[src/rtl/worker_pkg.sv]
// Shared types and default widths for the worker sequencer slice.
package worker_pkg;

    localparam int Q               = 16;
    localparam int VID_BW          = 16;
    localparam int VID_ADDR_SPACE  = 4;
    localparam int NUM_SUB         = 16;
    localparam int SUB_BW          = 4;
    localparam int DIST_ADDR_SPACE = 16;
    localparam int LOC_ADDR_SPACE  = 4;
    localparam int BATCH_BW        = 8;
    localparam int LANE_BW         = $clog2(Q);

    typedef enum logic [2:0] {
        IDLE,
        VID_RD,
        VID_WAIT,
        SUB,
        DRAIN,
        WB
    } state_t;

endpackage

[src/rtl/worker_sched_rdpipe.sv]
// Aligns the dist/loc read strobes with the 1-cycle SRAM latency and marks
// the first and last sub-batch of each vertex's accumulate window.
module worker_sched_rdpipe #(
    parameter int NUM_SUB = worker_pkg::NUM_SUB,
    parameter int SUB_BW  = worker_pkg::SUB_BW
) (
    input  logic              clk,
    input  logic              rst,
    input  logic              flush,
    input  logic              ren,
    input  logic [SUB_BW-1:0] sub,
    output logic              acc_valid,
    output logic              acc_first,
    output logic              acc_last
);

    localparam logic [SUB_BW-1:0] LAST_SUB = SUB_BW'(NUM_SUB - 1);

    // Flush drops the data beat still in flight so an abort leaves nothing behind.
    always_ff @(posedge clk) begin
        if (rst || flush) begin
            acc_valid <= 1'b0;
            acc_first <= 1'b0;
            acc_last  <= 1'b0;
        end else begin
            acc_valid <= ren;
            acc_first <= ren && (sub == '0);
            acc_last  <= ren && (sub == LAST_SUB);
        end
    end

endmodule

[src/rtl/worker_sched.sv]
// Batch sequencer for one worker: vid/dist/loc read addressing, accumulate
// windows and the next/pro write handshake. WORKER_SCHED_PERF_EN adds stall_cnt.
module worker_sched #(
    parameter int Q               = worker_pkg::Q,
    parameter int VID_BW          = worker_pkg::VID_BW,
    parameter int VID_ADDR_SPACE  = worker_pkg::VID_ADDR_SPACE,
    parameter int NUM_SUB         = worker_pkg::NUM_SUB,
    parameter int SUB_BW          = worker_pkg::SUB_BW,
    parameter int DIST_ADDR_SPACE = worker_pkg::DIST_ADDR_SPACE,
    parameter int LOC_ADDR_SPACE  = worker_pkg::LOC_ADDR_SPACE,
    parameter int BATCH_BW        = worker_pkg::BATCH_BW
) (
    input  logic                       clk,
    input  logic                       rst,
    input  logic                       start,
    input  logic                       abort,
    input  logic [BATCH_BW-1:0]        batch_num,
    input  logic [Q*VID_BW-1:0]        vid_rdata,
    input  logic                       wb_gnt,
    output logic                       busy,
    output logic [BATCH_BW-1:0]        batch_q,
    output logic                       vid_ren,
    output logic [VID_ADDR_SPACE-1:0]  vid_raddr,
    output logic                       dist_ren,
    output logic [DIST_ADDR_SPACE-1:0] dist_raddr,
    output logic                       loc_ren,
    output logic [LOC_ADDR_SPACE-1:0]  loc_raddr,
    output logic [VID_BW-1:0]          vid,
    output logic                       acc_valid,
    output logic                       acc_first,
    output logic                       acc_last,
    output logic                       wb_req,
    output logic [VID_ADDR_SPACE-1:0]  wb_addr,
    output logic [$clog2(Q)-1:0]       wb_lane,
    output logic                       batch_finish
`ifdef WORKER_SCHED_PERF_EN
    ,
    output logic [15:0]                stall_cnt
`endif
);

    import worker_pkg::*;

    localparam int LANE_BW = $clog2(Q);
    localparam int VID_WORDS = 2 ** VID_ADDR_SPACE;
    localparam int VTAG_BW = DIST_ADDR_SPACE - SUB_BW;
    localparam logic [SUB_BW-1:0]         LAST_SUB  = SUB_BW'(NUM_SUB - 1);
    localparam logic [LANE_BW-1:0]        LAST_LANE = LANE_BW'(Q - 1);
    localparam logic [VID_ADDR_SPACE-1:0] LAST_WORD = VID_ADDR_SPACE'(VID_WORDS - 1);

    state_t                      state, state_d;
    logic [VID_ADDR_SPACE-1:0]   word, word_d;
    logic [LANE_BW-1:0]          lane, lane_d;
    logic [SUB_BW-1:0]           sub, sub_d;
    logic [Q*VID_BW-1:0]         vid_word, vid_word_d;
    logic [BATCH_BW-1:0]         batch_d;
    logic                        finish_d;
    logic [VID_BW-1:0]           lane_vid_d;
    logic                        busy_d, vid_ren_d, dist_ren_d, wb_req_d;
    logic [VID_ADDR_SPACE-1:0]   vid_raddr_d, wb_addr_d;
    logic [DIST_ADDR_SPACE-1:0]  dist_raddr_d;
    logic [LOC_ADDR_SPACE-1:0]   loc_raddr_d;
    logic [VID_BW-1:0]           vid_d;
    logic [LANE_BW-1:0]          wb_lane_d;

    // Outputs are computed from the next state so every port comes straight off a flop.
    always_ff @(posedge clk) begin
        if (rst) begin
            state        <= IDLE;
            word         <= '0;
            lane         <= '0;
            sub          <= '0;
            vid_word     <= '0;
            batch_q      <= '0;
            busy         <= 1'b0;
            vid_ren      <= 1'b0;
            vid_raddr    <= '0;
            dist_ren     <= 1'b0;
            dist_raddr   <= '0;
            loc_ren      <= 1'b0;
            loc_raddr    <= '0;
            vid          <= '0;
            wb_req       <= 1'b0;
            wb_addr      <= '0;
            wb_lane      <= '0;
            batch_finish <= 1'b0;
        end else begin
            state        <= state_d;
            word         <= word_d;
            lane         <= lane_d;
            sub          <= sub_d;
            vid_word     <= vid_word_d;
            batch_q      <= batch_d;
            busy         <= busy_d;
            vid_ren      <= vid_ren_d;
            vid_raddr    <= vid_raddr_d;
            dist_ren     <= dist_ren_d;
            dist_raddr   <= dist_raddr_d;
            loc_ren      <= dist_ren_d;
            loc_raddr    <= loc_raddr_d;
            vid          <= vid_d;
            wb_req       <= wb_req_d;
            wb_addr      <= wb_addr_d;
            wb_lane      <= wb_lane_d;
            batch_finish <= finish_d;
        end
    end

    always_comb begin
        state_d    = state;
        word_d     = word;
        lane_d     = lane;
        sub_d      = sub;
        vid_word_d = vid_word;
        batch_d    = batch_q;
        finish_d   = 1'b0;
        case (state)
            IDLE: begin
                if (start) begin
                    state_d = VID_RD;
                    word_d  = '0;
                    lane_d  = '0;
                    sub_d   = '0;
                    batch_d = batch_num;
                end
            end
            VID_RD:   state_d = VID_WAIT;
            VID_WAIT: begin
                vid_word_d = vid_rdata;
                lane_d     = '0;
                sub_d      = '0;
                state_d    = SUB;
            end
            SUB: begin
                if (sub == LAST_SUB) state_d = DRAIN;
                else                 sub_d   = sub + 1'b1;
            end
            DRAIN:    state_d = WB;
            WB: begin
                if (wb_req && wb_gnt) begin
                    if (lane < LAST_LANE) begin
                        lane_d  = lane + 1'b1;
                        sub_d   = '0;
                        state_d = SUB;
                    end else if (word < LAST_WORD) begin
                        word_d  = word + 1'b1;
                        state_d = VID_RD;
                    end else begin
                        finish_d = 1'b1;
                        state_d  = IDLE;
                    end
                end
            end
            default:  state_d = IDLE;
        endcase
        if (abort) begin
            state_d  = IDLE;
            word_d   = '0;
            lane_d   = '0;
            sub_d    = '0;
            batch_d  = '0;
            finish_d = 1'b0;
        end
    end

    always_comb begin
        lane_vid_d   = vid_word_d[int'(lane_d) * VID_BW +: VID_BW];
        busy_d       = (state_d != IDLE);
        vid_ren_d    = (state_d == VID_RD);
        vid_raddr_d  = vid_ren_d ? word_d : '0;
        dist_ren_d   = (state_d == SUB);
        dist_raddr_d = dist_ren_d ? {lane_vid_d[VTAG_BW-1:0], sub_d} : '0;
        loc_raddr_d  = dist_ren_d ? LOC_ADDR_SPACE'(sub_d) : '0;
        vid_d        = (state_d inside {SUB, DRAIN, WB}) ? lane_vid_d : '0;
        wb_req_d     = (state_d == WB);
        wb_addr_d    = wb_req_d ? word_d : '0;
        wb_lane_d    = wb_req_d ? lane_d : '0;
    end

    worker_sched_rdpipe #(
        .NUM_SUB (NUM_SUB),
        .SUB_BW  (SUB_BW)
    ) u_rdpipe (
        .clk       (clk),
        .rst       (rst),
        .flush     (abort),
        .ren       (dist_ren),
        .sub       (sub),
        .acc_valid (acc_valid),
        .acc_first (acc_first),
        .acc_last  (acc_last)
    );

`ifdef WORKER_SCHED_PERF_EN
    // Counts cycles the result waits for the shared write port in this batch.
    always_ff @(posedge clk) begin
        if (rst) begin
            stall_cnt <= '0;
        end else if (state == IDLE && start && !abort) begin
            stall_cnt <= '0;
        end else if (state == WB && !wb_gnt && stall_cnt != 16'hFFFF) begin
            stall_cnt <= stall_cnt + 16'd1;
        end
    end
`endif

endmodule

[config.mk]
export PLATFORM = sky130hd
export DESIGN_NAME = worker_sched
export DESIGN_NICKNAME = d
export VERILOG_FILES = /design/src/rtl/worker_pkg.sv /design/src/rtl/worker_sched_rdpipe.sv /design/src/rtl/worker_sched.sv
export SDC_FILE = /design/constraint.sdc
export NUM_CORES = 1
export LEC_CHECK = 0
export CAP_MARGIN = 20
export CORE_UTILIZATION = 35
export CTS_CLUSTER_SIZE = 12
export DETAILED_ROUTE_END_ITERATION = 7
export HOLD_SLACK_MARGIN = 0.12
export MAX_ROUTING_LAYER = met4
export PLACE_DENSITY = 0.69
export SLEW_MARGIN = 10
export SYNTH_ARGS = -nofsm -noshare
export SYNTH_HDL_FRONTEND = slang
export SYNTH_SLANG_ARGS = --single-unit
[constraint.sdc]
create_clock -name clk -period 3.2 [get_ports clk]
set_input_delay 0.64 -clock clk [delete_from_list [all_inputs] [get_ports clk]]
set_output_delay 0.64 -clock clk [all_outputs]
set_load 0.005 [all_outputs]
==> results of run 1 <==
layout make-up:
class | instances | area [um2]
Timing Repair Buffer | 468 | 4550
Inverter | 31 | 116
Clock inverter | 11 | 148
Multi-Input combinational cell | 1370 | 7160
Antenna cell | 4 | 10.0
Tap cell | 532 | 666
Clock buffer | 52 | 1090
Fill cell | 3927 | 20600
Sequential cell | 331 | 6630
layout by cell type (no fill, tap or decap), types with 26 or more instances in the layout:
master / n
inv_1: 31
o211ai_1: 26
clkbuf_16: 39
clkdlybuf4s50_1: 332
a21oi_1: 278
nor2_1: 122
dfxtp_1: 331
nand2_1: 581
mux2i_1: 63
buf_4: 120
per-layer routing:
layer	part of all wire (%)	routed length, um	vias up
met3	8.4	4770	120
met1	42	23900	7189
met2	46	26200	697
li1	-	-	7139
met5	0	0	-
met4	3.6	2070	0
logic make-up after synthesis:
family / share of synthesized area, %
AO/OA/AOI/OAI: 19.4
adder cells (fa/ha/maj): 0.344
buffers and inverters: 5.52
flip-flops: 45.5
multiplexers: 5.11
AND/OR/NAND/NOR: 24.1
how the worst min path moves through the flow:
stage | to | startpoint | depth (start not counted)
after floorplan | vid_word[73] | vid_word[73] | 2
after detailed placement | vid_word[202] | vid_word[202] | 2
after CTS | vid_word[202] | vid_word[202] | 2
final | vid_word[247] | vid_word[247] | 2
after global routing | batch_q[3] | batch_q[3] | 2
after global placement | vid_word[9] | vid_word[9] | 2
through the flow:
step / utilization, % / std cells
6_report: 49.8 / 2799
3_3_place_gp: 46.6 / 2731
2_1_floorplan: - / 1884
5_1_grt: 49.8 / 2799
3_5_place_dp: 46.6 / 2731
4_1_cts: 49.7 / 2794
synth_stat cells (3+ instances only):
library cell	count	area, um2
a2111o_1	9	101
a2111oi_0	10	87.6
a211oi_1	5	37.5
a21oi_1	278	1390
a221oi_1	16	140
a22oi_1	15	113
a31oi_1	19	119
a32oi_1	4	35.0
and2_1	12	75.1
and3_1	11	68.8
and4_1	11	96.3
buf_2	27	135
buf_4	12	90.1
buf_6	5	56.3
clkbuf_1	106	398
dfxtp_1	331	6630
ha_1	4	50.1
inv_1	31	116
mux2_1	3	33.8
mux2_2	7	78.8
mux2i_1	63	631
nand2_1	581	2180
nand2b_1	5	31.3
nand3_1	20	100
nand3b_1	3	22.5
nand4_1	12	75.1
nor2_1	124	465
nor2b_1	15	93.8
nor3_1	16	80.1
nor4_1	6	37.5
o2111ai_1	5	43.8
o211ai_1	26	195
o21ai_0	18	90.1
o221ai_1	4	35.0
o22ai_1	7	43.8
o31a_1	3	26.3
o31ai_1	13	97.6
or2_2	3	18.8
or3_1	4	25.0
worst reg2reg max path: cells and delay by family, from the launching register on:
family          cells  cell delay (ns)
flops               1             0.35
fa+ha+maj           1             0.24
buf+inv             3             0.57
simple gates        3             0.75
compound gates      3             0.91
mux                 1             0.11
state kept, by name, summed over array words and instances (netlist names), 4 cells and up:
| name | cells |
|---|---|
| word | 4 |
| wb_addr | 4 |
| dist_raddr | 16 |
| wb_lane | 4 |
| lane | 4 |
| sub | 4 |
| batch_q | 8 |
| vid_word | 256 |
| vid_raddr | 4 |
| vid | 16 |
report_power, final:
group | total [mW] | switching (mW) | internal [mW]
clock | 4.37 | 1.74 | 2.63
sequential | 4.22 | 0.0379 | 4.18
combinational | 0.746 | 0.330 | 0.416
total | 9.33 | 2.11 | 7.23
==> metrics, run 1 <==
CP max stage delay=0.46 ns; initial antenna violation count=4; Final Power=9.33 mW; CP max FO=23; Starting Density=35.6%; Rows=74; type of origin of the critical path=register; I/O Pins=334; R2R Path Start=lane[1]; Final setup viols=0; CP startpoint=lane[1]; Pre-Repair DR Iteration Count=6; post_cts resized=0; Final ANT Viol Nets=0; worst skew pair latency=0.54 ns; number of synthesis warnings=0; layout cells sized above 1=9.85%; Die Width=206 um; Congestion Overflow GR=0; Die Ht=206 um; worst vdd ir=0.290 mV; Worst Reg-to-Reg Cells=11; GRT Resource Usage Total=27.0%; vias=15.1k; RR Endpoint=dist_raddr[14]; final worst slack=0.172 ns; critical-path cell list=ha_1, and3_1, o211ai_1, nand3_4, buf_12, buf_4, mux2i_1, o211ai_1, a21oi_1, buf_4, nor4_1; drc violations=0; Max transition margin=34.4%; clk_skew=0.0230 ns; final hold viol count=0; synthesized cell area=14600 um2; IO Port Bufs=333; Hold Crit Class=register to register; status=completed; async set-reset flop share out of synthesis=0%; Post-CTS Setup Bufs=0; Stages on worst setup path=11; final instance area=20400 um2; Buf/Inv on CP=3; final hold slack=0.454 ns; H-Tree Depth=2; largest net degree at the start of global routing=109; Critical Path Sink=dist_raddr[14]; leak pwr=7.27 nW; Crit path required time=3.64 ns; Post-Synthesis Net Count=2157; Setup crit end kind=register; first-pass GRT wire length=84500 um; clk root buf=clkbuf_16; Slowest-stage cell, CP=o211ai_1; number of synthesized flops with an enable pin=0; CTS clk-pin slew, worst paths=0.06 ns; fin crit share=94.6%; vias in the first global route=14.5k; Core Area=40900 um2; fin crit period=3.03 ns; Max Slew Vio Count=0; R2R setup slack=0.17 ns; Routed Wire Length=56900 um; Area Growth Syn to Fin=39.9%; Max Cap Violations=0; Hold Buf Count CTS=0; Avg Synthesized Cell Area=7.72 um2; grt met2 use=43.0%; full die area=42400 um2; Top FF cell, synth=dfxtp_1; CTS tree=yes; Final #Nets=2513; Final GP Congestion=1.01; #FFs+latches synth=331; Initial DRC Count=1481; Post-DP Area=19100 um2; setup TNS=0 ns; drt via density=5.41; post-synthesis sequential area ratio=45.5%; Mapped Cells=1884; WL/cell=20.3 um; RSZ-0062 raised after global routing=false; pre-CTS setup slack=-0.304 ns; Netlist cell types=73; FMAX=0.330 GHz; CTS sink cnt=331; GRT met1 Usage=34.4%; buffer depth of the longest clock path=3; M3 GR Usage=4.68%; power per cell area=458 nW/um2; CTS Buf Count=38; Worst-Margin Slew=0.980 ns; delay-heaviest family, CP=compound AO/OA/AOI/OAI gates; Worst EP arrival=3.47 ns; GRT Max-Usage Layer=met2; WS Path Type=register to register; HPWL after DPL=43700 um
Note: power is estimated with default switching activity, not from simulation.
==> run 2: changes to the inputs <==
- SKIP_LAST_GASP: unset -> 1
- clock period: 3.2 -> 3.3 ns (I/O delays scaled with it)
==> run 2 against run 1 <==
Net effect: sequential share of layout area shrank 0.082 points; worst hold slack got worse by 0.0018 ns; register-to-register slack better by 0.09 ns.
==> metrics, run 2 (synthesis gave the netlist of run 1 again) <==
Rows=74; final hold viol count=0; Max transition margin=45.5%; Initial DRC Count=1160; power per cell area=455 nW/um2; fin crit share=92.0%; Hold Buf Count CTS=0; CTS sink cnt=331; layout cells sized above 1=9.86%; full die area=42400 um2; hold wc startpoint=vid_word[11]; first-pass GRT wire length=82300 um; biggest regs=vid_word: 256 flops, dist_raddr: 16 flops, vid: 16 flops; CP startpoint=state[2]; drc violations=0; H-Tree Depth=2; largest net degree at the start of global routing=113; Max Slew Vio Count=0; delay-heaviest family, CP=compound AO/OA/AOI/OAI gates; Pre-Repair DR Iteration Count=6; most frequent cells in the layout=nand2_1 (581), clkdlybuf4s50_1 (332), dfxtp_1 (331); CTS Buf Count=38; Hold Crit Class=register to register; HPWL after DPL=43400 um; pre-CTS setup slack=-0.207 ns; number of flip-flops in the largest register=256; WL/cell=20.1 um; CTS tree=yes; critical-path cell list=buf_4, nor2_1, a211o_1, a21oi_4, buf_4, nor2_1, buf_12, a31oi_1, a22oi_1, o22ai_1; CP max FO=13; Final #Nets=2509; RSZ-0062 raised after global routing=false; Die Ht=206 um; Final ANT Viol Nets=0; GRT Resource Usage Total=26.6%; WS Path Type=register to register; Core Area=40900 um2; I/O Pins=334; FMAX=0.329 GHz; post_cts resized=0; vias in the first global route=14.1k; clk root buf=clkbuf_16; Routed Wire Length=56200 um; Buf/Inv on CP=3; Final GP Congestion=0.957; Post-CTS Setup Bufs=0; Area Growth Syn to Fin=40.3%; drt via density=5.31; Worst-Margin Slew=0.816 ns; vias=14.9k; CP max stage delay=0.45 ns; Final Power=9.28 mW; commonest non-fill, non-tap cell in the layout=nand2_1; leak pwr=7.32 nW; Worst EP arrival=3.44 ns; worst vdd ir=0.271 mV; fin crit period=3.04 ns; final hold slack=0.452 ns; Slowest-stage cell, CP=nor2_1; type of origin of the critical path=register; R2R Path Start=state[2]; Crit path required time=3.70 ns; clk_skew=0.0217 ns; Starting Density=35.6%; IO Port Bufs=333; buffer depth of the longest clock path=3; largest reg by FF count=vid_word; final worst slack=0.264 ns; Congestion Overflow GR=0; Die Width=206 um; Max Cap Violations=0; worst skew pair latency=0.54 ns; initial antenna violation count=3; CTS clk-pin slew, worst paths=0.06 ns; Final setup viols=0; Setup crit end kind=register; status=completed
## run 2: stage by stage
stage | util (%) | std cells | setup TNS (ns) | instance area, um2
after floorplan | - | 1884 | 0 | 14600
after global placement | 46.5 | 2726 | -1.98 | 19000
after detailed placement | 46.5 | 2726 | -2.73 | 19000
after CTS | 49.7 | 2792 | 0 | 20400
after global routing | 49.9 | 2797 | 0 | 20400
final | 49.9 | 2797 | 0 | 20400
## run 2: layer usage
layer  global-route usage [%]  vias up  part of all wire, %  routed length (um)
met5                        -        -                    0                   0
met4                     10.6        0                  4.0                2230
met3                     4.32      109                  6.9                3900
met2                     43.5      600                   48               26800
met1                     32.7     7013                   41               23300
li1                         -     7132                    -                   -
## run 2: where the power goes
| part | switching (mW) | total, mW | internal, mW |
|---|---|---|---|
| Sequential | 0.0347 | 4.09 | 4.06 |
| Clock | 1.70 | 4.46 | 2.76 |
| Combinational | 0.321 | 0.726 | 0.405 |
## run 2: final timing paths
| kind | endpoint | cells after the start | slack [ns] |
|---|---|---|---|
| max | vid[15] | 10 | 0.26 |
| min | vid_word[11] | 2 | 0.45 |
| max reg2reg | vid[15] | 10 | 0.26 |
| min reg2reg | vid_word[11] | 2 | 0.45 |
## run 2: cell type report
cell class                 instances  area [um2]
tap                              532         666
clock buffer                      54        1120
inverter                          31         116
timing repair buffer             464        4510
antenna                            3        7.51
multi-input combinational       1370        7160
sequential                       331        6630
clock inverter                    12         210
fill                            3947       20500
## run 2: worst register-to-register path, delay by kind of cell, from the launching register on
| kind | cells | cell delay [ns] |
|---|---|---|
| compound gates | 5 | 1.20 |
| flops | 1 | 0.31 |
| buf+inv | 3 | 0.53 |
| simple gates | 2 | 0.88 |
==> run 3: changes to the inputs <==
- CORE_ASPECT_RATIO: unset -> 1.5
- CORE_UTILIZATION: 35 -> 51
- PLACE_DENSITY: 0.69 -> 0.91
==> run 3 against run 2 <==
Net effect: setup slack worse by 0.0034 ns; critical path depth decreased by 1; clock skew hardly changed; first-iteration DRC count increased by 28%; utilization increased by 20 points; critical path type unchanged; critical endpoint is now dist_raddr[10]; largest cell class unchanged.
==> metrics, run 3 (synthesis gave the netlist of run 1 again) <==
number of flip-flops in the largest register=256; power per cell area=424 nW/um2; most frequent cells in the layout=nand2_1 (581), clkdlybuf4s50_1 (332), dfxtp_1 (331); Area Growth Syn to Fin=35.3%; Max transition margin=34.6%; CTS clk-pin slew, worst paths=0.06 ns; Buf/Inv on CP=1; CP max FO=15; Pre-Repair DR Iteration Count=6; WS Path Type=register to register; FMAX=0.329 GHz; RR Endpoint=dist_raddr[10]; Post-DP Area=18700 um2; R2R Path Start=lane[1]; Stages on worst setup path=9; Final ANT Viol Nets=0; worst vdd ir=0.416 mV; delay-heaviest family, CP=compound AO/OA/AOI/OAI gates; RSZ-0062 raised after global routing=false; Worst EP arrival=3.44 ns; HPWL after DPL=42200 um; Starting Density=51.9%; leak pwr=7.07 nW; Core Area=28100 um2; vias in the first global route=15.2k; Slowest-stage cell, CP=o31ai_1; commonest non-fill, non-tap cell in the layout=nand2_1; CP startpoint=lane[1]; fin crit share=92.1%; fin crit period=3.04 ns; Critical Path Sink=dist_raddr[10]; cell with the most instances on the worst path=o211ai_1; Final GP Congestion=1.12; biggest regs=vid_word: 256 flops, dist_raddr: 16 flops, vid: 16 flops; drc violations=0; Die Ht=209 um; Hold Crit Class=register to register; worst skew pair latency=0.52 ns; IO Port Bufs=333; Die Width=140 um; Routed Wire Length=56000 um; Initial DRC Count=1479; setup TNS=0 ns; Final #Nets=2489; Crit path required time=3.70 ns; hold wc startpoint=vid_word[242]; CTS Buf Count=34; layout cells sized above 1=8.31%; type of origin of the critical path=register; Final setup viols=0; Congestion Overflow GR=0; drt via density=5.97; buffer depth of the longest clock path=3; final instance area=19700 um2; largest net degree at the start of global routing=192; clk root buf=clkbuf_16; first-pass GRT wire length=83800 um; Worst Reg-to-Reg Cells=9; status=completed; final hold slack=0.454 ns; Hold Buf Count CTS=0; Max Cap Violations=0; I/O Pins=334; Setup crit end kind=register; Max Slew Vio Count=0; vias=15.4k; H-Tree Depth=2; CP max stage delay=0.51 ns; final hold viol count=0; critical-path cell list=ha_1, and3_1, nor4_2, buf_4, o31ai_1, o211ai_1, a221oi_1, o211ai_1, and2_1; largest reg by FF count=vid_word; initial antenna violation count=2; CTS sink cnt=331; Worst-Margin Slew=0.982 ns; full die area=29200 um2; post_cts resized=0; WL/cell=21.8 um; R2R setup slack=0.26 ns; GRT Resource Usage Total=39.0%; Post-CTS Setup Bufs=0; CTS tree=yes; Rows=75; clk_skew=0.0212 ns; Finished Core Util=70.2%
## run 3: changes by cell type in the layout (fill, tap and decap cells not counted), sizes merged
cell      previous run  this run
buf                131       115
clkbuf              55        46
bufinv               5         0
clkinv               4         1
inv                 34        31
clkinvlp             0         1
diode                3         2
## run 3: power breakdown
part	total [mW]	switching (mW)	internal, mW
Combinational	0.718	0.323	0.395
Clock	3.54	1.51	2.03
Sequential	4.09	0.0388	4.06
## run 3: how the worst min path moves through the flow
| stage | endpoint | slack [ns] | depth (start not counted) |
|---|---|---|---|
| after floorplan | vid_word[73] | 0.43 | 2 |
| after global placement | vid_word[73] | 0.44 | 2 |
| after detailed placement | vid_word[7] | 0.45 | 2 |
| after CTS | vid_word[7] | 0.45 | 2 |
| after global routing | batch_q[0] | 0.47 | 2 |
| final | vid_word[242] | 0.45 | 2 |
## run 3: worst register-to-register path: cells and delay by family (launching register included)
family / cells / cell delay, ns
AOI/OAI and AO/OA: 4 / 1.31
adders and majority gates: 1 / 0.29
buffers and inverters: 1 / 0.23
and+or+nand+nor: 3 / 0.70
DFF: 1 / 0.41
## run 3: cell type report
cell class	count	area (um2)
multi-input combinational	1370	7150
tap	346	433
antenna	2	5.00
sequential	331	6630
timing repair buffer	448	4390
clock buffer	45	966
clock inverter	2	12.5
inverter	31	116
fill	2200	8370
## run 3: per-layer routing
layer	track usage, %	vias to the layer above	share of wire (%)
met3	5.89	270	7.1
met5	-	-	0
met1	39.0	7124	34
li1	-	7070	-
met2	67.4	917	50
met4	31.0	0	9.1
## run 3: stage by stage
stage	instances	setup slack (ns)	power (mW)
after global routing	2575	0.153	8.54
after CTS	2573	0.323	8.35
after detailed placement	2526	-0.160	4.88
after global placement	2526	-0.140	4.88
final	2575	0.261	8.35
after floorplan	1884	0.712	4.40
